File: src/rtl/alu_pkg.sv
// Shared ALU definitions: function codes, arbiter FSM encoding and requester IDs.
package alu_pkg;

  localparam int unsigned FUN_WIDTH = 4;

  localparam logic [FUN_WIDTH-1:0] FUN_ADD = 4'h0;
  localparam logic [FUN_WIDTH-1:0] FUN_SUB = 4'h1;
  localparam logic [FUN_WIDTH-1:0] FUN_SLL = 4'h2;
  localparam logic [FUN_WIDTH-1:0] FUN_SRL = 4'h3;
  localparam logic [FUN_WIDTH-1:0] FUN_AND = 4'h4;
  localparam logic [FUN_WIDTH-1:0] FUN_OR  = 4'h5;
  localparam logic [FUN_WIDTH-1:0] FUN_XOR = 4'h6;
  localparam logic [FUN_WIDTH-1:0] FUN_SLT = 4'h7;

  typedef enum logic [1:0] {
    IDLE  = 2'd0,
    ISSUE = 2'd1,
    WAIT  = 2'd2,
    RESP  = 2'd3
  } arb_state_e;

  localparam logic REQ_ID0 = 1'b0;
  localparam logic REQ_ID1 = 1'b1;

endpackage

File: src/rtl/alu_req_arbiter_rr_arb2.sv
// Combinational 2-way round-robin grant; the requester not granted last wins a tie.
module rr_arb2 (
  input  logic [1:0] valid,
  input  logic       last_grant,
  output logic [1:0] grant
);

  always_comb begin
    grant = 2'b00;
    case (valid)
      2'b01:   grant = 2'b01;
      2'b10:   grant = 2'b10;
      2'b11:   grant = last_grant ? 2'b01 : 2'b10;
      default: grant = 2'b00;
    endcase
  end

endmodule

File: src/rtl/alu_req_arbiter.sv
// Shares one registered ALU between two requesters: round-robin grant,
// latch/issue/capture sequencing and a valid/ready response channel.
module alu_req_arbiter #(
  parameter int unsigned IN_WIDTH  = 16,
  parameter int unsigned OUT_WIDTH = 16,
  parameter int unsigned FUN_WIDTH = alu_pkg::FUN_WIDTH
) (
  input  logic                 clk,
  input  logic                 rst,
  input  logic                 req0_valid,
  output logic                 req0_ready,
  input  logic [IN_WIDTH-1:0]  req0_in1,
  input  logic [IN_WIDTH-1:0]  req0_in2,
  input  logic [FUN_WIDTH-1:0] req0_fun,
  input  logic                 req1_valid,
  output logic                 req1_ready,
  input  logic [IN_WIDTH-1:0]  req1_in1,
  input  logic [IN_WIDTH-1:0]  req1_in2,
  input  logic [FUN_WIDTH-1:0] req1_fun,
  output logic [IN_WIDTH-1:0]  alu_in1,
  output logic [IN_WIDTH-1:0]  alu_in2,
  output logic [FUN_WIDTH-1:0] alu_fun,
  output logic                 alu_en,
  input  logic [OUT_WIDTH-1:0] alu_out,
  input  logic                 alu_flag,
  output logic                 rsp_valid,
  input  logic                 rsp_ready,
  output logic                 rsp_id,
  output logic [OUT_WIDTH-1:0] rsp_out,
  output logic                 rsp_flag,
  output logic                 busy
);
  import alu_pkg::*;

  arb_state_e           state_q, state_d;
  logic                 last_grant_q, last_grant_d;
  logic [IN_WIDTH-1:0]  in1_q, in1_d, in2_q, in2_d;
  logic [FUN_WIDTH-1:0] fun_q, fun_d;
  logic                 id_q, id_d;
  logic                 alu_en_q, alu_en_d;
  logic                 rsp_valid_q, rsp_valid_d;
  logic                 rsp_id_q, rsp_id_d;
  logic [OUT_WIDTH-1:0] rsp_out_q, rsp_out_d;
  logic                 rsp_flag_q, rsp_flag_d;
  logic                 busy_q, busy_d;
  logic [1:0]           grant;

  rr_arb2 u_rr_arb2 (
    .valid      ({req1_valid, req0_valid}),
    .last_grant (last_grant_q),
    .grant      (grant)
  );

  // Next-state, latch and capture logic; readys are only offered in IDLE.
  always_comb begin
    state_d      = state_q;
    last_grant_d = last_grant_q;
    in1_d        = in1_q;
    in2_d        = in2_q;
    fun_d        = fun_q;
    id_d         = id_q;
    alu_en_d     = 1'b0;
    rsp_id_d     = rsp_id_q;
    rsp_out_d    = rsp_out_q;
    rsp_flag_d   = rsp_flag_q;
    req0_ready   = 1'b0;
    req1_ready   = 1'b0;

    case (state_q)
      IDLE: begin
        req0_ready = grant[0];
        req1_ready = grant[1];
        if (grant != 2'b00) begin
          in1_d        = grant[1] ? req1_in1 : req0_in1;
          in2_d        = grant[1] ? req1_in2 : req0_in2;
          fun_d        = grant[1] ? req1_fun : req0_fun;
          id_d         = grant[1] ? REQ_ID1 : REQ_ID0;
          last_grant_d = grant[1];
          alu_en_d     = 1'b1;
          state_d      = ISSUE;
        end
      end
      ISSUE: state_d = WAIT;
      WAIT: begin
        rsp_id_d   = id_q;
        rsp_out_d  = alu_out;
        rsp_flag_d = alu_flag;
        state_d    = RESP;
      end
      RESP: begin
        if (rsp_ready) state_d = IDLE;
      end
      default: state_d = IDLE;
    endcase

    busy_d      = (state_d != IDLE);
    rsp_valid_d = (state_d == RESP);
  end

  always_ff @(posedge clk) begin
    if (rst) begin
      state_q      <= IDLE;
      last_grant_q <= 1'b1;
      in1_q        <= '0;
      in2_q        <= '0;
      fun_q        <= '0;
      id_q         <= 1'b0;
      alu_en_q     <= 1'b0;
      rsp_valid_q  <= 1'b0;
      rsp_id_q     <= 1'b0;
      rsp_out_q    <= '0;
      rsp_flag_q   <= 1'b0;
      busy_q       <= 1'b0;
    end else begin
      state_q      <= state_d;
      last_grant_q <= last_grant_d;
      in1_q        <= in1_d;
      in2_q        <= in2_d;
      fun_q        <= fun_d;
      id_q         <= id_d;
      alu_en_q     <= alu_en_d;
      rsp_valid_q  <= rsp_valid_d;
      rsp_id_q     <= rsp_id_d;
      rsp_out_q    <= rsp_out_d;
      rsp_flag_q   <= rsp_flag_d;
      busy_q       <= busy_d;
    end
  end

  assign alu_in1   = in1_q;
  assign alu_in2   = in2_q;
  assign alu_fun   = fun_q;
  assign alu_en    = alu_en_q;
  assign rsp_valid = rsp_valid_q;
  assign rsp_id    = rsp_id_q;
  assign rsp_out   = rsp_out_q;
  assign rsp_flag  = rsp_flag_q;
  assign busy      = busy_q;

endmodule

File: config.mk
export PLATFORM = sky130hd
export DESIGN_NAME = alu_req_arbiter
export DESIGN_NICKNAME = d
export VERILOG_FILES = /design/src/rtl/alu_pkg.sv /design/src/rtl/alu_req_arbiter_rr_arb2.sv /design/src/rtl/alu_req_arbiter.sv
export SDC_FILE = /design/constraint.sdc
export NUM_CORES = 1
export LEC_CHECK = 0
export CORE_ASPECT_RATIO = 1.75
export CORE_MARGIN = 2
export CORE_UTILIZATION = 41
export CTS_CLUSTER_SIZE = 40
export DETAILED_ROUTE_END_ITERATION = 7
export PLACE_DENSITY = 0.83
export RECOVER_POWER = 100
export SLEW_MARGIN = 20
export SYNTH_ARGS = -nofsm -noshare
export SYNTH_HDL_FRONTEND = slang
export SYNTH_SLANG_ARGS = --single-unit
File: constraint.sdc
create_clock -name clk -period 3.1 [get_ports clk]
set_clock_uncertainty 0.15 [all_clocks]
set_input_delay 0.775 -clock clk [delete_from_list [all_inputs] [get_ports clk]]
set_output_delay 0.775 -clock clk [all_outputs]
set_load 0.02 [all_outputs]
# Word level (Yosys, flattened, before mapping)
# Index checks and enable logic that the tools add are counted.
[word_totals]
ff_bits = 61
latchBits = 0
ram_bits = 0
mem_bits_ro = 0
input_bits = 94
elab_cells = 37
mem_count = 0
[classes]
addsub = 0
n_mul = 0
div_mod_pow = 0
order_cmp = 0
n_eq_ne = 7
shift = 0
muxes = 12
bitwise_logic = 1
reduce_logical = 5
[op_table]
columns = ["operator", "n"]
rows = [
  ["$mux 16", 2],
  ["$eq 2x2->1 const B", 5],
  ["$pmux 2 s4", 1],
  ["$mux 2", 3],
  ["$pmux 2 s3", 1],
  ["$eq 2x1->1 const B", 2],
  ["$mux 1", 4],
  ["$mux 4", 1],
  ["$reduce_bool 2->1", 2],
  ["$logic_not 2->1", 1],
  ["$reduce_and 2->1", 1],
  ["$reduce_or 2->1", 1],
  ["$not 1->1", 1],
]

# Logic depth before layout (Yosys ltp)
# Gate-level depths: netlist (run 1).
[logic_depth]
ltp_word = 6
ltp_mapped = 5
ltp_nobuf = 3

# Modules after synthesis
# Synthesis (run 1) repeated with hierarchy kept, for this count alone.
[hier_totals]
cells_unflattened = 274
hier_area_um2 = 2686.3
[modules_own_cells]
columns = ["module", "instances", "cells_each", "area_each_um2", "seq_area_each_um2"]
rows = [
  ["alu_req_arbiter", 1, 271, 2667.6, 1221.2],
  ["rr_arb2", 1, 3, 18.8, 0.0],
]

# Least setup slack after synthesis (run 1)
# OpenSTA, ideal clock, no wires.
[synth_path]
path_kind = "in2out"
from = "input req1_valid"
to = "output req1_ready"
t_arrival_ns = 1.728
t_required_ns = 2.175
setup_slack_ns = 0.447
cell_stages = 4
cell_sequence = "a21bo_2 buf_6 buf_2 nor3_1"
[synth_between]
elab_chain_cells = 3
elab_cells_between_ends = 5
classes_between = "eq/ne: 3; mux: 2"
[synth_rtl]
columns = ["element", "line_no", "text"]
rows = [
  ["from (decl)", "alu_req_arbiter.sv:15", "input logic req1_valid,"],
  ["$eq 2x2->1 / $eq 2x1->1 (equally long branches)", "alu_req_arbiter_rr_arb2.sv:10", "case (valid)"],
  ["$pmux 2 s3 *", "alu_req_arbiter_rr_arb2.sv:10", ""],
  ["$mux 1 *", "alu_req_arbiter.sv:69", "case (state_q)"],
  ["to (decl)", "alu_req_arbiter.sv:16", "output logic req1_ready,"],
]
# Mark *: on every way between the ends. The rest lies on a longest branch, timed or not.

# Worst setup path after layout (run 1)
[layout_path]
from = "input req0_valid"
to = "output req0_ready"
[layout_between]
elab_chain_cells = 3
elab_cells_between_ends = 5
classes_between = "eq/ne: 3; mux: 2"
[layout_rtl]
columns = ["element", "line_no", "text"]
rows = [
  ["from (decl)", "alu_req_arbiter.sv:10", "input logic req0_valid,"],
  ["$eq 2x2->1 / $eq 2x1->1 (equally long branches)", "alu_req_arbiter_rr_arb2.sv:10", ""],
  ["$pmux 2 s3 *", "alu_req_arbiter_rr_arb2.sv:10", ""],
  ["$mux 1 *", "alu_req_arbiter.sv:69", ""],
  ["to (decl)", "alu_req_arbiter.sv:11", "output logic req0_ready,"],
]
# Marked as above.

==> parameters.txt, run 1 <==
Parameter                              Value

Setup path
  Start of the worst register-to-register path ... last_grant_q
  Largest fanout on the critical path ... 3
  Worst Path Required ... around 2.2 ns
  Crit path max-delay cell type ... sky130_fd_sc_hd__clkdlybuf4s50_1
  Reg-to-Reg End ... alu_in1[3]
  Crit Path Category ... input port to output port
  Worst setup slack for register-to-register paths ... between 1 and 1.5 ns
  Worst setup path end ... req0_ready
  Critical path launch point ... req0_valid
  Maximum cell stage delay along the critical path ... 0.51 ns
  Category of the worst setup path capture point ... output port
  Worst EP arrival ... between 2 and 2.5 ns
  Crit path launch type ... input port
  CP Cell Sequence ... clkdlybuf4s50_1 > or3b_1 > nor2_1 > dlygate4sd2_1
  Cell count of the worst reg-to-reg path ... 4

STA
  Minimum period implied by the final worst setup slack ... between 3 and 4 ns
  Smallest hold slack ... approximately 0.3 ns
  Post-route clock period utilization ... between 90% and 100%
  Count of pins over their slew limit ... 0
  Achievable frequency ... ~330 MHz
  Final setup viols ... 0
  Worst slew margin relative to its limit ... 4.17%
  RSZ-0062 raised after global routing ... no
  Number of hold-slack violations in the final timing report ... 0
  Slew @ Worst Pin ... 1.44 ns

Power and ir drop
  Total power after layout ... between 2 and 3 mW
  Switching share of total power ... roughly 30%
  Combinational group share of total power ... between 20% and 30%
  LEAKAGE ... between 1.5 and 2 nW
  Peak supply drop ... about 0.32 mV
  Fraction of power consumed by sequential logic ... 37.0%
  Pint ... around 1.8 mW
  Portion of total power attributed to the clock network ... ~35%
  PD cells ... between 500 and 600 mW/mm2
  Psw ... roughly 0.76 mW

Drt
  Total wire length ... 8.15 mm
  DRC errors left ... 0
  Drt wl/cell ... 15.0 um
  Number of iterations in the first detailed-routing pass ... 4
  Vias after detailed routing ... 2854
  Number of routed nets with antenna violations ... 0
  DRC violation total after the first TritonRoute iteration ... a little over 100
  Via-to-Cell Ratio ... roughly 5.3

Floorplan
  Width of the chip ... roughly 66 um
  Die height ... ~110 um
  Number of top-level design ports ... approximately 150
  Area of the die ... around 0.0074 mm2
  Starting density of the core ... approximately 42%
  Cell row count ... 39
  Core Footprint ... ~0.0065 mm2

Clock tree
  Num CTS Buffers ... 9
  CTS tree ... yes
  Number of clock sinks seen by CTS ... 61
  Maximum buffer depth of the clock tree ... 2
  CTS clk-pin slew, worst paths ... 0.05 ns
  Skew-Pair Late Insertion Delay ... around 0.33 ns
  H-tree Lvls ... 3
  Cell chosen for the clock root ... sky130_fd_sc_hd__clkbuf_16
  Buffers inserted by post-CTS timing repair ... 0

Synth
  Post-synthesis share of cell area spent on xor and xnor gates ... 0%
  Simple-Gate Fraction of Synth Area ... between 15 and 20%
  Top-count cell post-synth ... sky130_fd_sc_hd__nand2_1
  Number of synthesis warnings ... 0
  Share of the yosys chip area belonging to registers ... between 40 and 50%
  Per-instance average area after synthesis ... between 8 and 9 um2
  Synthesized netlist net count ... 407
  Number of enable flip-flop cells after synthesis ... 0
  Number of library cell types mapped by synthesis ... 23
  Post-Synth Adder-Cell Area ... 0%
  Post-synthesis mux area share ... 0%
  Synthesized netlist cell count ... roughly 310
  Leading post-synthesis cells by instance count ... 111 x sky130_fd_sc_hd__nand2_1, 61 x sky130_fd_sc_hd__dfxtp_1, 56 x sky130_fd_sc_hd__a21oi_1
  Share of the synthesized area in the top cell type ... around 45%
  Cell type with the highest aggregate area in the netlist ... sky130_fd_sc_hd__dfxtp_1
  Primary FF master, synth ... sky130_fd_sc_hd__dfxtp_1
  Proportion of register bits with asynchronous set or reset after synthesis ... 0%
  Netlist area before placement ... 0.00273 mm2
  Compound-gate portion of the synthesized area ... just over 30%
  Cell types with the largest area share after synthesis ... sky130_fd_sc_hd__dfxtp_1 45%, sky130_fd_sc_hd__a311oi_2 16%, sky130_fd_sc_hd__nand2_1 15%, sky130_fd_sc_hd__a21oi_1 10%, sky130_fd_sc_hd__buf_2 2.6%
  Dominant combinational cell family by area after synthesis ... compound AO/OA/AOI/OAI gates
  Register bit count reported by yosys ... between 60 and 70

Placement
  Routability Congestion ... ~0.75
  HPWL after detailed placement ... 5.75 mm
  Port Buffers ... approximately 150
  DP Cell Count ... ~530

Global route
  Remaining global-route overflow ... 0
  Overall track demand over capacity in global routing ... between 20% and 30%
  Largest net degree at the start of global routing ... 40
  Antenna violations before repair ... 0
  Vias in the first global route ... between 2000 and 3000
  Global-route wire length before repair ... ~13 mm

Hold path
  Type of the worst min-delay path ... register to register

Layout
  Non-filler cells in the finished layout ... approximately 540
  Number of fill cells ... 554
  Number of nets in the layout ... between 500 and 600
  Layout overhead on the synthesized area ... 60.3%
  Ratio of cells with drive above 1 in the final layout ... under 10%
  Antenna Diode Count ... 0
  Final core utilization ... about two thirds

Flow run
  Max_cap viols ... 0

Outcome
  Status ... finished clean
-- cells by family (layout without fill, tap and decap cells) --
kind of cell / count (synthesis) / in the layout
compound gates: 97 / 97
buf+inv: 30 / 177
flops: 61 / 61
simple gates: 125 / 125
-- cell type report --
class                   instances  area, um2  share of cell area (%)
flip-flops and latches         61       1220                    27.9
clock buffers                  13        250                    5.72
repair buffers                162       1580                    36.0
multi-input cells             222       1210                    27.8
well taps                      82        103                    2.34
clock inverters                 2       10.0                   0.229
-- registers in the layout, summed over array words and instances, names as in the netlist, 2 cells and up --
register,count
alu_fun,4
state_q,2
rsp_out,16
alu_in1,16
alu_in2,16
-- power by group through the flow --
stage	clock network, mW	logic [mW]	registers [mW]
floorplan	0	0.345	1.06
global placement	0	0.787	0.949
detailed placement	0	0.800	0.952
CTS	0.892	0.800	0.939
global route	0.924	0.776	0.945
finish	0.875	0.718	0.936
-- worst min path at each step --
stage,depth (start not counted),from,slack (ns),to
global placement,2,rsp_out[0],0.29,rsp_out[0]
CTS,2,rsp_out[10],0.30,rsp_out[10]
detailed placement,2,rsp_out[10],0.30,rsp_out[10]
global route,2,rsp_out[3],0.32,rsp_out[3]
finish,2,rsp_out[13],0.30,rsp_out[13]
floorplan,2,id_q,0.28,rsp_id
-- metrics by stage --
stage	setup WS (ns)	cell area (um2)	setup TNS (ns)
floorplan	0.447	2730	0
global placement	-0.168	4260	-0.306
detailed placement	-0.210	4260	-0.411
CTS	0.0591	4510	0
global route	0.0189	4380	0
finish	0.0591	4380	0
-- worst max-delay path: cells and delay by family --
kind	cells	cell delay, ns
buffers and inverters	2	0.84
and+or+nand+nor	2	0.49
-- per-layer routing --
metal	vias up	wire [um]	part of all wire, %	track usage [%]
met5	-	0	0	0
met4	0	351	4.3	15.1
met3	25	471	5.8	5.05
met2	114	4460	55	40.6
met1	1333	2870	35	23.1
li1	1382	-	-	-
-- timing repair --
item                                    in CTS  in global routing
hold buffers                                 0                  0
endpoints found under the setup margin       2                  0
gates resized for setup                      2                  0
-- cells in the final DEF, fill, tap and decap left out, drive strengths merged, types with 2 or more instances in the layout --
master	netlist	final
clkdlybuf4s50	0	90
dfxtp	61	61
nor2b	2	2
buf	23	5
a21oi	56	56
a311oi	36	36
nor2	6	6
dlygate4sd3	0	59
dlygate4sd2	0	2
clkbuf	7	19
nand2	111	111
clkinv	0	2
(Power assumes the default switching activity.)
==> run 2: changes to the inputs <==
Settings changed: PLACE_DENSITY 0.83 to 0.81.
==> run 2 against run 1 <==
Against the previous run:
- count of clock-buffer cells in the layout decreased by 1
- first-iteration DRC count is 56% higher
- sequential cell count unchanged
- die area stayed put
- cell count is the same
- clock power grew 23%
- global-route usage grew 0.88 points
- routed wire length up 4.2%
- fmax rose by 2.0%
==> parameters.txt, run 2 (synthesis gave the netlist of run 1 again) <==
Parameter                              Value

Outcome
  Status ... finished clean

Setup path
  Crit Path Category ... input port to output port
  Category of the worst setup path capture point ... output port
  Worst setup slack for register-to-register paths ... 1.01 ns (-0.30 ns)
  Start of the worst register-to-register path ... last_grant_q
  Critical path launch point ... req0_valid
  Largest fanout on the critical path ... 2 (-1)
  Crit path launch type ... input port
  Worst Path Required ... 2.17 ns (about the same)
  Worst EP arrival ... 2.06 ns (-0.06 ns)

Placement
  Port Buffers ... 152 (unchanged)
  Post-placement cell area ... 0.00427 mm2 (+0.24%)
  Routability Congestion ... 0.756 (+1.1%)
  HPWL after detailed placement ... 5.70 mm (-0.87%)

Floorplan
  Cell row count ... 39 (unchanged)
  Area of the die ... 0.00735 mm2 (unchanged)
  Core Footprint ... 0.00649 mm2 (unchanged)
  Starting density of the core ... 42.1% (unchanged)
  Number of top-level design ports ... 153 (unchanged)
  Width of the chip ... 65.7 um (unchanged)
  Die height ... 112 um (unchanged)

Hold path
  Type of the worst min-delay path ... register to register
  Hold Path Origin ... rsp_out[1]

Drt
  Number of routed nets with antenna violations ... 0 (unchanged)
  DRC errors left ... 0 (unchanged)
  Vias after detailed routing ... 2829 (-0.88%)
  Drt wl/cell ... 15.7 um (+4.2%)
  DRC violation total after the first TritonRoute iteration ... 158 (+56%)
  Number of iterations in the first detailed-routing pass ... 4 (unchanged)
  Total wire length ... 8.49 mm (+4.2%)
  Via-to-Cell Ratio ... 5.22 (-0.88%)

Clock tree
  Num CTS Buffers ... 9 (unchanged)
  Maximum buffer depth of the clock tree ... 2 (unchanged)
  CTS clk-pin slew, worst paths ... 0.05 ns (about the same)
  H-tree Lvls ... 3 (unchanged)
  Cell chosen for the clock root ... sky130_fd_sc_hd__clkbuf_16
  CTS tree ... yes
  Buffers inserted by post-CTS timing repair ... 0 (unchanged)
  Skew-Pair Late Insertion Delay ... 0.32 ns (about the same)
  Number of clock sinks seen by CTS ... 61 (unchanged)

STA
  RSZ-0062 raised after global routing ... no
  Post-route clock period utilization ... 96.2% (-1.9 points)
  Minimum period implied by the final worst setup slack ... 2.98 ns (-0.0592 ns)
  Slew @ Worst Pin ... 1.14 ns (-0.293 ns)
  Count of pins over their slew limit ... 0 (unchanged)
  Final setup viols ... 0 (unchanged)
  Achievable frequency ... 335 MHz (+2.0%)
  Number of hold-slack violations in the final timing report ... 0 (unchanged)
  Worst slew margin relative to its limit ... 23.6% (+19 points)

Power and ir drop
  Peak supply drop ... 0.406 mV (+29%)
  Total power after layout ... 2.75 mW (+8.9%)
  PD cells ... 613 mW/mm2 (+6.1%)
  LEAKAGE ... 1.80 nW (+2.4%)

Flow run
  Max_cap viols ... 0 (unchanged)

Layout
  Design area ... 0.00449 mm2 (+2.6%)
  Layout overhead on the synthesized area ... 64.5%
  Final core utilization ... 69.2% (+1.8 points)
  Number of nets in the layout ... 549 (-0.18%)
  Antenna Diode Count ... 0 (unchanged)
  Ratio of cells with drive above 1 in the final layout ... 9.57% (+1.5 points)
  Most common library cell in the layout ignoring fill and taps ... sky130_fd_sc_hd__nand2_1
  Most frequent cells in the layout ... 111 x sky130_fd_sc_hd__nand2_1, 90 x sky130_fd_sc_hd__clkdlybuf4s50_1, 61 x sky130_fd_sc_hd__dfxtp_1

Global route
  Largest net degree at the start of global routing ... 62 (+55%)
  Antenna violations before repair ... 0 (unchanged)
  Vias in the first global route ... 2872 (+2.8%)
  Overall track demand over capacity in global routing ... 23.8% (+0.88 points)
  Remaining global-route overflow ... 0 (unchanged)
  Global-route wire length before repair ... 13.7 mm (+4.9%)
-- run 2: cell count changes in the layout (fill, tap and decap cells not counted), sizes merged --
cell,change
buf,+3
clkbuf,-5
bufinv,+2
-- run 2: final timing paths --
check	to	depth (start not counted)
worst max-delay path	req0_ready	4
worst min-delay path	rsp_out[1]	2
worst max register to register	alu_in2[4]	4
worst min register to register	rsp_out[1]	2
-- run 2: cell type report --
type	count	area, um2
Clock buffer	12	256
Fill cell	543	2000
Timing Repair Buffer	161	1600
Tap cell	82	103
Sequential cell	61	1220
Clock inverter	4	70.1
Multi-Input combinational cell	222	1240
-- run 2: metrics by stage --
step | instances | worst slack (ns) | hold WS [ns] | setup TNS (ns)
after global placement | 526 | -0.152 | 0.290 | -0.270
after floorplan | 313 | 0.447 | 0.282 | 0
after detailed placement | 526 | -0.154 | 0.298 | -0.281
after global routing | 542 | 0.0407 | 0.320 | 0
after CTS | 542 | 0.114 | 0.305 | 0
final | 542 | 0.118 | 0.301 | 0
-- run 2: routing by layer --
metal  up-vias  GRT usage (%)  share of wire [%]
met2       110           40.9                 54
met1      1323           27.0                 36
met3        17           6.46                6.9
met4         0           10.1                2.7
li1       1379              -                  -
met5         -              0                  0
-- run 2: where the power goes --
group | internal (mW) | total [mW] | switching (mW)
Clock | 0.744 | 1.08 | 0.333
Sequential | 0.883 | 0.936 | 0.0528
Combinational | 0.343 | 0.740 | 0.397
Total | 1.97 | 2.75 | 0.783
-- run 2: what timing repair did --
item,in CTS,in global routing
endpoints found under the hold margin,0,0
hold buffers,0,0
endpoints found under the setup margin,2,0
gates resized for setup,2,0
-- run 2: critical path: stages --
cell and delay [ns]:
sky130_fd_sc_hd__clkdlybuf4s50_1 0.47, sky130_fd_sc_hd__or3b_1 0.37, sky130_fd_sc_hd__nor2_1 0.11, sky130_fd_sc_hd__dlygate4sd2_1 0.33
==> run 3: changes to the inputs <==
Settings changed: CELL_PAD_IN_SITES_DETAIL_PLACEMENT from default to 0, CELL_PAD_IN_SITES_GLOBAL_PLACEMENT from default to 1, CORE_UTILIZATION 41 to 29, PLACE_DENSITY 0.81 to 0.82.
==> run 3 against run 2 <==
Against the previous run:
- sequential power about the same
- first-iteration DRC count decreased by 21%
- routed wire length increased by 4.4%
- sequential cell count unchanged
- register-to-register slack improved by 0.29 ns
- power decreased by 0.64%
- fmax increased by 0.33%
- clock power about the same
- worst hold slack got worse by 0.0031 ns
- utilization decreased by 20 points
- die area increased by 39%
- largest cell class unchanged
- highest routed layer unchanged
==> parameters.txt, run 3 (synthesis gave the netlist of run 1 again) <==
Parameter                              Value

Outcome
  Status ... finished clean

STA
  Slew @ Worst Pin ... 1.13 ns (-0.0134 ns)
  RSZ-0062 raised after global routing ... no
  Post-route clock period utilization ... 95.9% (-0.32 points)
  Final critical-path setup slack ... 0.128 ns (+0.00977 ns)
  Worst slew margin relative to its limit ... 24.6% (+1.1 points)
  Minimum period implied by the final worst setup slack ... 2.97 ns (-0.00977 ns)
  Number of hold-slack violations in the final timing report ... 0 (unchanged)
  Setup tns final ... 0 ns (unchanged)
  Achievable frequency ... 336 MHz (+0.33%)
  Count of pins over their slew limit ... 0 (unchanged)
  Final setup viols ... 0 (unchanged)

Setup path
  Worst Path Required ... 2.17 ns (about the same)
  Crit path max-delay cell type ... sky130_fd_sc_hd__clkdlybuf4s50_1
  Maximum cell stage delay along the critical path ... 0.50 ns (+0.03 ns)
  Largest fanout on the critical path ... 4 (+2)
  CP Cell Sequence ... clkdlybuf4s50_1 > a21bo_2 > nor3_1 > dlygate4sd2_1
  Start of the worst register-to-register path ... state_q[0]
  Largest delay contributor family on the critical path ... buffers and inverters
  Reg-to-Reg End ... alu_in1[1]
  Worst setup slack for register-to-register paths ... 1.30 ns (+0.29 ns)
  Category of the worst setup path capture point ... output port
  CP bufs+invs ... 2 (unchanged)
  Crit path launch type ... input port
  Crit Path Category ... input port to output port
  Worst EP arrival ... 2.05 ns (about the same)
  Cell count of the worst reg-to-reg path ... 3 (-1)

Power and ir drop
  Psw ... 0.773 mW (-1.2%)
  Fraction of power consumed by sequential logic ... 34.2% (+0.2 points)
  Combinational group share of total power ... 26.5% (-0.4 points)
  PD cells ... 611 mW/mm2 (-0.36%)
  Portion of total power attributed to the clock network ... 39.4% (+0.3 points)
  LEAKAGE ... 1.79 nW (-0.90%)
  Peak supply drop ... 0.281 mV (-31%)
  Switching share of total power ... 28.3% (-0.16 points)
  Pint ... 1.96 mW (-0.42%)

Flow run
  Max_cap viols ... 0 (unchanged)

Floorplan
  Starting density of the core ... 30.0% (-12 points)
  Cell row count ... 46 (+18%)
  Core Footprint ... 0.00909 mm2 (+40%)
  Area of the die ... 0.0102 mm2 (+39%)
  Number of top-level design ports ... 153 (unchanged)
  Die height ... 132 um (+18%)
  Width of the chip ... 77.3 um (+18%)

Global route
  Largest net degree at the start of global routing ... 43 (-31%)
  Vias in the first global route ... 2832 (-1.4%)
  Overall track demand over capacity in global routing ... 17.7% (-6.1 points)
  Global-route wire length before repair ... 14.4 mm (+5.5%)
  Remaining global-route overflow ... 0 (unchanged)
  Antenna violations before repair ... 0 (unchanged)

Layout
  Antenna Diode Count ... 0 (unchanged)
  Most frequent cells in the layout ... 111 x sky130_fd_sc_hd__nand2_1, 92 x sky130_fd_sc_hd__clkdlybuf4s50_1, 61 x sky130_fd_sc_hd__dfxtp_1
  Most common library cell in the layout ignoring fill and taps ... sky130_fd_sc_hd__nand2_1
  Layout overhead on the synthesized area ... 64.0%
  Number of fill cells ... 948 (+75%)
  Ratio of cells with drive above 1 in the final layout ... 8.50% (-1.1 points)
  Non-filler cells in the finished layout ... 579 (+6.8%)
  Number of nets in the layout ... 548 (-0.18%)

Clock tree
  H-tree Lvls ... 3 (unchanged)
  Num CTS Buffers ... 9 (unchanged)
  Maximum buffer depth of the clock tree ... 2 (unchanged)
  Skew-Pair Late Insertion Delay ... 0.32 ns (about the same)
  Cell chosen for the clock root ... sky130_fd_sc_hd__clkbuf_16
  CTS tree ... yes
  CTS clk-pin slew, worst paths ... 0.05 ns (about the same)
  Number of clock sinks seen by CTS ... 61 (unchanged)

Hold path
  Cell depth of the worst min-delay path ... 2 (unchanged)
  Endpoint of the worst hold-timing path ... rsp_out[0]
  Hold Path Origin ... rsp_out[0]
  Type of the worst min-delay path ... register to register

Placement
  Routability Congestion ... 0.791 (+4.6%)
  DP Cell Count ... 563 (+7.0%)
  Worst setup slack before clock tree synthesis ... -0.279 ns (-0.124 ns)
  Port Buffers ... 152 (unchanged)
  HPWL after detailed placement ... 6.16 mm (+8.1%)

Drt
  Number of iterations in the first detailed-routing pass ... 5 (+1)
  Via-to-Cell Ratio ... 4.84 (-7.3%)
  Drt wl/cell ... 15.3 um (-2.2%)
  Vias after detailed routing ... 2803 (-0.92%)
  Number of routed nets with antenna violations ... 0 (unchanged)
  Total wire length ... 8.87 mm (+4.4%)
  DRC errors left ... 0 (unchanged)
  DRC violation total after the first TritonRoute iteration ... 125 (-21%)
## run 3: cell count changes in the layout (fill, tap and decap cells not counted), moves of 2 or more
cell                              delta
sky130_fd_sc_hd__clkdlybuf4s50_1     +2
sky130_fd_sc_hd__buf_12              -2
sky130_fd_sc_hd__a311oi_1            +6
sky130_fd_sc_hd__dlygate4sd3_1       -2
sky130_fd_sc_hd__buf_4               +2
sky130_fd_sc_hd__a311oi_2            -6
## run 3: stage by stage
stage                     cell area (um2)  power [mW]  hold slack (ns)  util (%)
final                                4480        2.73            0.297      49.2
after global routing                 4480        2.87            0.320      49.2
after CTS                            4620        2.85            0.303      50.8
after detailed placement             4290        1.76            0.295      47.2
after global placement               4290        1.75            0.292      47.2
after floorplan                      2730        1.40            0.282         -
## run 3: worst reg2reg max path: stages, from the launching register on
cell                       delay [ns]
sky130_fd_sc_hd__dfxtp_1         0.39
sky130_fd_sc_hd__nor2_4          0.14
sky130_fd_sc_hd__and2_2          0.74
sky130_fd_sc_hd__a311oi_2        0.21
## run 3: worst max-delay path by stage
stage          startpoint    endpoint  slack (ns)  depth (start not counted)
3_3_place_gp   req0_valid  req0_ready       -0.26                          4
5_1_grt        req0_valid  req0_ready        0.07                          4
2_1_floorplan  req1_valid  req1_ready        0.45                          4
3_5_place_dp   req0_valid  req0_ready       -0.28                          4
4_1_cts        req0_valid  req0_ready        0.01                          4
6_report       req0_valid  req1_ready        0.13                          4
## run 3: repair_timing
| item | CTS | global route |
|---|---|---|
| hold buffers | 0 | 0 |
| setup endpoints to repair | 2 | 1 |
| setup buffers | 0 | 0 |
| gates cloned | 0 | 0 |
| resized for setup | 3 | 1 |
## run 3: area by class of cell
class / instances / area (um2) / area share (%)
Timing Repair Buffer: 160 / 1570 / 35.0
Clock buffer: 12 / 256 / 5.73
Tap cell: 120 / 150 / 3.35
Multi-Input combinational cell: 222 / 1210 / 27.1
Clock inverter: 4 / 70.1 / 1.56
Sequential cell: 61 / 1220 / 27.3
## run 3: routing by layer
layer / global-route usage (%) / share of wire, %
met3: 4.86 / 5.7
met1: 18.7 / 37
met2: 32.1 / 54
met5: 0 / 0
met4: 8.04 / 2.9
## run 3: power by group through the flow
stage	Combinational, mW	Clock, mW	Sequential [mW]
floorplan	0.345	0	1.06
global placement	0.798	0	0.952
detailed placement	0.807	0	0.954
CTS	0.807	1.11	0.939
global route	0.780	1.14	0.948
finish	0.723	1.08	0.935
==> edit 1 (config.mk and constraints of run 1) <==
Re-encode `arb_state_e` (4 states) as one-hot, 4 bits wide.
--- a/src/rtl/alu_pkg.sv
+++ b/src/rtl/alu_pkg.sv
@@ -12,11 +12,11 @@
   localparam logic [FUN_WIDTH-1:0] FUN_XOR = 4'h6;
   localparam logic [FUN_WIDTH-1:0] FUN_SLT = 4'h7;
 
-  typedef enum logic [1:0] {
-    IDLE  = 2'd0,
-    ISSUE = 2'd1,
-    WAIT  = 2'd2,
-    RESP  = 2'd3
+  typedef enum logic [3:0] {
+    IDLE  = 4'b0001,
+    ISSUE = 4'b0010,
+    WAIT  = 4'b0100,
+    RESP  = 4'b1000
   } arb_state_e;
 
   localparam logic REQ_ID0 = 1'b0;
Function: same outputs for any inputs over 10 cycles, from zero or initial values and one cycle with rst high; not proved beyond that.
==> edit 1 against run 1 <==
  * Design area down 1.8%
  * Routed wire length down 0.33%
  * Setup slack better by 0.020 ns
  * Clock power down 21%
  * Area after synthesis down 7.3%
  * Die area down 7.0%
  * Power down 15%
  * Sequential cell count up 2
  * Largest power group unchanged
==> edit 1: results (changes against run 1) <==
Placed design
The half-perimeter wire length after detailed placement is 5682 µm (was 5752 µm). The post-detailed-placement cell area came to 4120 µm² (was 4255 µm²). The final RePlAce weighted congestion was 0.7826 (was 0.7474).

Power and ir drop
The maximum VDD drop is 0.2819 mV (was 0.3153 mV). The internal power consumption is 0.001552 W (was 0.001772 W). The portion of total power attributed to combinational logic is 24.9% (was 28.4%).

GRT
The number of global-route vias before repair is 2,658 (was 2,795). The overall track demand over capacity in global routing came to 24.55% (was 22.95%). The global-route wire length before repair is 13,100 µm (was 13,030 µm). The largest net degree at the start of global routing came to 42 (was 40).

Cells and area
The number of fillers in the final layout is 471 (was 554). The share of post-route cells with drive strength above 1 is 7.789% (was 8.043%).

Routing
The DRC violation total after the first TritonRoute iteration came to 157 (was 101). The number of vias per cell is 5.511 (was 5.266). The average detailed-routed wire length per instance is 17.07 µm (was 15.04 µm).

Run status
Run status: complete, no violations (unchanged).

Worst hold path
The end point of the worst hold path is rsp_out[0] (was rsp_out[13]). The hold path startpoint is rsp_out[0] (was rsp_out[13]).

STA
The actual transition at the worst max-transition pin is 0.8830 ns (was 1.437 ns).

Synth
The unique cell type count in the Yosys netlist is 28 (was 23). Commonest cells in the synthesized netlist: sky130_fd_sc_hd__dfxtp_1 (63), sky130_fd_sc_hd__nand2_1 (38), sky130_fd_sc_hd__a221o_1 (36), sky130_fd_sc_hd__o211a_1 (36), sky130_fd_sc_hd__clkbuf_1 (21) (was sky130_fd_sc_hd__nand2_1 (111), sky130_fd_sc_hd__dfxtp_1 (61), sky130_fd_sc_hd__a21oi_1 (56)). The portion of synthesized cell area occupied by the leading cell type is 49.85% (was 44.73%). The sequential element share of the synthesized area is 49.85% (was 44.73%).

Setup path
The cell count of the worst reg-to-reg path came to 5 (was 4). The launch instance of the worst register-to-register path is state_q[1] (was last_grant_q). The critical register-to-register path endpoint is alu_in1[2] (was alu_in1[3]). The register-to-register setup slack is 0.23 ns (was 1.31 ns).

Clocking
The root buffer cell is sky130_fd_sc_hd__clkbuf_8 (was sky130_fd_sc_hd__clkbuf_16).
## edit 1: cell types whose count changed after synthesis, moves of 4 or more
cell | run 1 | this run
sky130_fd_sc_hd__a311oi_1 | 6 | 0
sky130_fd_sc_hd__a21oi_1 | 56 | 19
sky130_fd_sc_hd__buf_4 | 4 | 0
sky130_fd_sc_hd__a221o_1 | 1 | 36
sky130_fd_sc_hd__buf_2 | 14 | 1
sky130_fd_sc_hd__nor2_1 | 5 | 1
sky130_fd_sc_hd__clkbuf_1 | 7 | 21
sky130_fd_sc_hd__nand2_1 | 111 | 38
sky130_fd_sc_hd__o211a_1 | 0 | 36
sky130_fd_sc_hd__a311oi_2 | 30 | 0
## edit 1: metrics by stage
stage          std cells  worst slack, ns  power [W]  hold slack (ns)  utilization [%]
2_1_floorplan        244           0.4844   0.001201           0.2784                -
3_3_place_gp         460          0.04069   0.001498           0.2912            69.53
3_5_place_dp         460         -0.01387   0.001509           0.2970            69.53
4_1_cts              476          0.08280   0.002205           0.3061            72.72
5_1_grt              476         0.004569   0.002250           0.3237            72.53
6_report             476          0.07938   0.002150           0.3005            72.53
## edit 1: how the worst max path moves through the flow
stage	start	to	slack [ns]
2_1_floorplan	state_q[1]	req0_ready	0.48
3_3_place_gp	req0_valid	req0_ready	0.04
3_5_place_dp	req1_valid	req0_ready	-0.01
4_1_cts	req0_valid	req1_ready	0.08
5_1_grt	req0_valid	req1_ready	0.005
6_report	req0_valid	req1_ready	0.08
## edit 1: layer usage
metal / up-vias / share of wire [%] / track usage (%)
met1: 1233 / 37 / 27.03
met4: 0 / 3.2 / 11.80
li1: 1242 / - / -
met3: 20 / 7.2 / 7.218
met2: 128 / 53 / 42.71
met5: - / 0 / 0
## edit 1: final cells by class
class / instances / area (µm²) / share of cell area [%]
inverters: 3 / 11.26 / 0.2620
repair buffers: 164 / 1608 / 37.41
clock inverters: 4 / 45.04 / 1.048
clock buffers: 12 / 145.1 / 3.377
multi-input cells: 152 / 1130 / 26.29
flip-flops and latches: 63 / 1261 / 29.35
well taps: 78 / 97.59 / 2.271
## edit 1: kinds of logic (layout without fill, tap and decap cells)
logic type      count (synthesis)  count (layout)  share of synthesized area [%]
buf+inv                        29             183                          5.242
flops                          63              63                          49.85
compound gates                 96              96                          33.63
simple gates                   56              56                          11.28
## edit 1: worst max-delay path, cell delays in order
cell	delay [ns]
sky130_fd_sc_hd__clkdlybuf4s50_1	0.44
sky130_fd_sc_hd__nand2_1	0.10
sky130_fd_sc_hd__nand3_1	0.11
sky130_fd_sc_hd__inv_1	0.07
sky130_fd_sc_hd__clkdlybuf4s50_1	0.59
## edit 1: repair_timing
action,4_1_cts,5_1_grt
hold buffers,0,0
cloned,0,0
endpoints found under the setup margin,1,1
endpoints found under the hold margin,0,0
resized for setup,1,1
==> edit 2 (flow settings as in run 1) <==
Without the edit above. The parameter `IN_WIDTH` goes from 16 to 20.
--- a/src/rtl/alu_req_arbiter.sv
+++ b/src/rtl/alu_req_arbiter.sv
@@ -1,7 +1,7 @@
 // Shares one registered ALU between two requesters: round-robin grant,
 // latch/issue/capture sequencing and a valid/ready response channel.
 module alu_req_arbiter #(
-  parameter int unsigned IN_WIDTH  = 16,
+  parameter int unsigned IN_WIDTH  = 20,
   parameter int unsigned OUT_WIDTH = 16,
   parameter int unsigned FUN_WIDTH = alu_pkg::FUN_WIDTH
 ) (
Ports: changed (6 resized); port bits go from 153 to 177. The function was not compared with the original's and may differ.
==> edit 2 against run 1 <==
  * The flow now finishes with violations (capacitance limit, slew limit)
  * Sequential cell count is 8 higher
  * Utilization is 2.1 points higher
  * Via count is 15% higher
  * Fmax is 1.1% higher
  * Sequential share of layout area is 1.3 points lower
  * Routed wire length is 24% higher
  * Design area is 19% higher
  * Setup slack better by 0.032 ns
  * Power is 24% higher
  * Area after synthesis is 15% higher
==> edit 2: results (changes against run 1) <==
Run status
Run status: complete, but fails checks (was complete, no violations). The final reports fail on capacitance limit, slew limit.

Setup path
The standard cell with the maximum stage delay on the critical path is sky130_fd_sc_hd__clkdlybuf4s50_1 (unchanged). The maximum fanout along the worst path came to 2 (was 3). The arrival time of data at the critical path endpoint was 2.08 ns (was 2.12 ns). The peak per-stage delay on the critical path was 0.48 ns (was 0.51 ns).

Placed design
The post-detailed-placement cell area is 4930 µm² (was 4255 µm²). The total of buffers placed on input and output ports is 176 (was 152). The half-perimeter wire length after detailed placement came to 6997 µm (was 5752 µm). The final RePlAce weighted congestion was 0.7826 (was 0.7474).

Routing
The number of vias per cell is 5.356 (was 5.266). The DRC violation total after the first TritonRoute iteration came to 186 (was 101). The remaining design rule violation count is 0 (unchanged). The average detailed-routed wire length per instance came to 16.46 µm (was 15.04 µm).

Synth
The sequential element share of the synthesized area was 44.16% (was 44.73%). The proportion of register bits with asynchronous set or reset after synthesis is 0% (unchanged). Commonest cells in the synthesized netlist: sky130_fd_sc_hd__nand2_1 (125), sky130_fd_sc_hd__dfxtp_1 (69), sky130_fd_sc_hd__a21oi_1 (62) (was sky130_fd_sc_hd__nand2_1 (111), sky130_fd_sc_hd__dfxtp_1 (61), sky130_fd_sc_hd__a21oi_1 (56)). Top cells by area in the synthesized netlist: sky130_fd_sc_hd__dfxtp_1 (44%), sky130_fd_sc_hd__a311oi_2 (19%), sky130_fd_sc_hd__nand2_1 (15%) (was sky130_fd_sc_hd__dfxtp_1 (45%), sky130_fd_sc_hd__a311oi_2 (16%), sky130_fd_sc_hd__nand2_1 (15%)). The number of nets produced by synthesis was 468 (was 407). The unique cell type count in the Yosys netlist is 24 (was 23).

GRT
The number of global-route vias before repair is 3,373 (was 2,795). The overall track demand over capacity in global routing is 24.04% (was 22.95%). The number of antenna violations at the first check in global routing was 0 (unchanged). The largest net degree at the start of global routing is 49 (was 40). The global-route wire length before repair is 16,090 µm (was 13,030 µm).

Worst hold path
The class of the worst hold path was reg2reg (unchanged).

Run
The max-cap check violation count is 1 (was 0).

Power and ir drop
The leakage component of the power came to 2.049 nW (was 1.762 nW). The internal power consumption is 0.002122 W (was 0.001772 W). The maximum VDD drop was 0.3420 mV (was 0.3153 mV).

Clocking
The clock transition at the registers of the reported paths is 0.05 ns (about the same). The number of H-tree branching levels is 3 (unchanged). The root buffer cell is sky130_fd_sc_hd__clkbuf_16 (unchanged). The post-CTS setup-driven buffer insertion count came to 0 (unchanged).

The maximum buffer depth of the clock tree was 2 (unchanged). The clock insertion delay at the later pin of the skew report is 0.32 ns.

STA
The actual transition at the worst max-transition pin is 1.704 ns (was 1.437 ns). The max-slew violation count came to 31 (was 0).

Cells and area
The layout net count is 630 (was 550). The number of antenna diodes is 0 (unchanged). The share of post-route cells with drive strength above 1 was 12.98% (was 8.043%).
[edit 2: cell type report]
class                   count  area (µm²)
fillers                   595        2275
repair buffers            187        1843
multi-input cells         251        1567
flip-flops and latches     69        1381
clock buffers              14       274.0
well taps                  88       110.1
inverters                   2       7.507
clock inverters             1       5.005
[edit 2: final timing paths]
kind / startpoint / endpoint / slack (ns) / cells after the start
setup / recovery: req0_valid / req0_ready / 0.09 / 4
hold / removal: rsp_out[7] / rsp_out[7] / 0.30 / 2
setup reg to reg: state_q[1] / rsp_out[10] / 1.17 / 4
hold reg to reg: rsp_out[7] / rsp_out[7] / 0.30 / 2
[edit 2: power by group through the flow]
stage	Clock, W	Sequential (W)	Combinational, W
final	0.000946	0.00110	0.00109
after global routing	0.00100	0.00112	0.00116
after floorplan	0	0.00127	0.000494
after CTS	0.000968	0.00110	0.00115
after global placement	0	0.00111	0.00112
after detailed placement	0	0.00112	0.00114
[edit 2: timing repair]
action | 4_1_cts | 5_1_grt
setup endpoints to repair | 2 | 1
endpoints found under the hold margin | 0 | 0
gates resized for setup | 3 | 1
[edit 2: metrics by stage]
stage	setup WS (ns)	std cells
after global routing	0.03230	612
after CTS	0.01148	612
after global placement	-0.2388	597
final	0.09146	612
after detailed placement	-0.2803	597
after floorplan	0.3918	358
[edit 2: kinds of logic after synthesis]
group	Yosys count	share of synthesized area [%]
DFF	69	44.16
AOI/OAI and AO/OA	113	32.16
buffers and inverters	38	6.280
and+or+nand+nor	138	17.40
[edit 2: critical path, delay by kind of cell]
kind	cells	cell delay, ns
buffers and inverters	2	0.73
and+or+nand+nor	2	0.58
[edit 2: routing by layer]
layer  GRT usage (%)  vias up  share of wire (%)
li1                -     1585                  -
met1           25.43     1538                 37
met2           43.33      133                 55
met3           6.213       22                5.4
met4           11.90        0                3.4
met5               0        -                  0
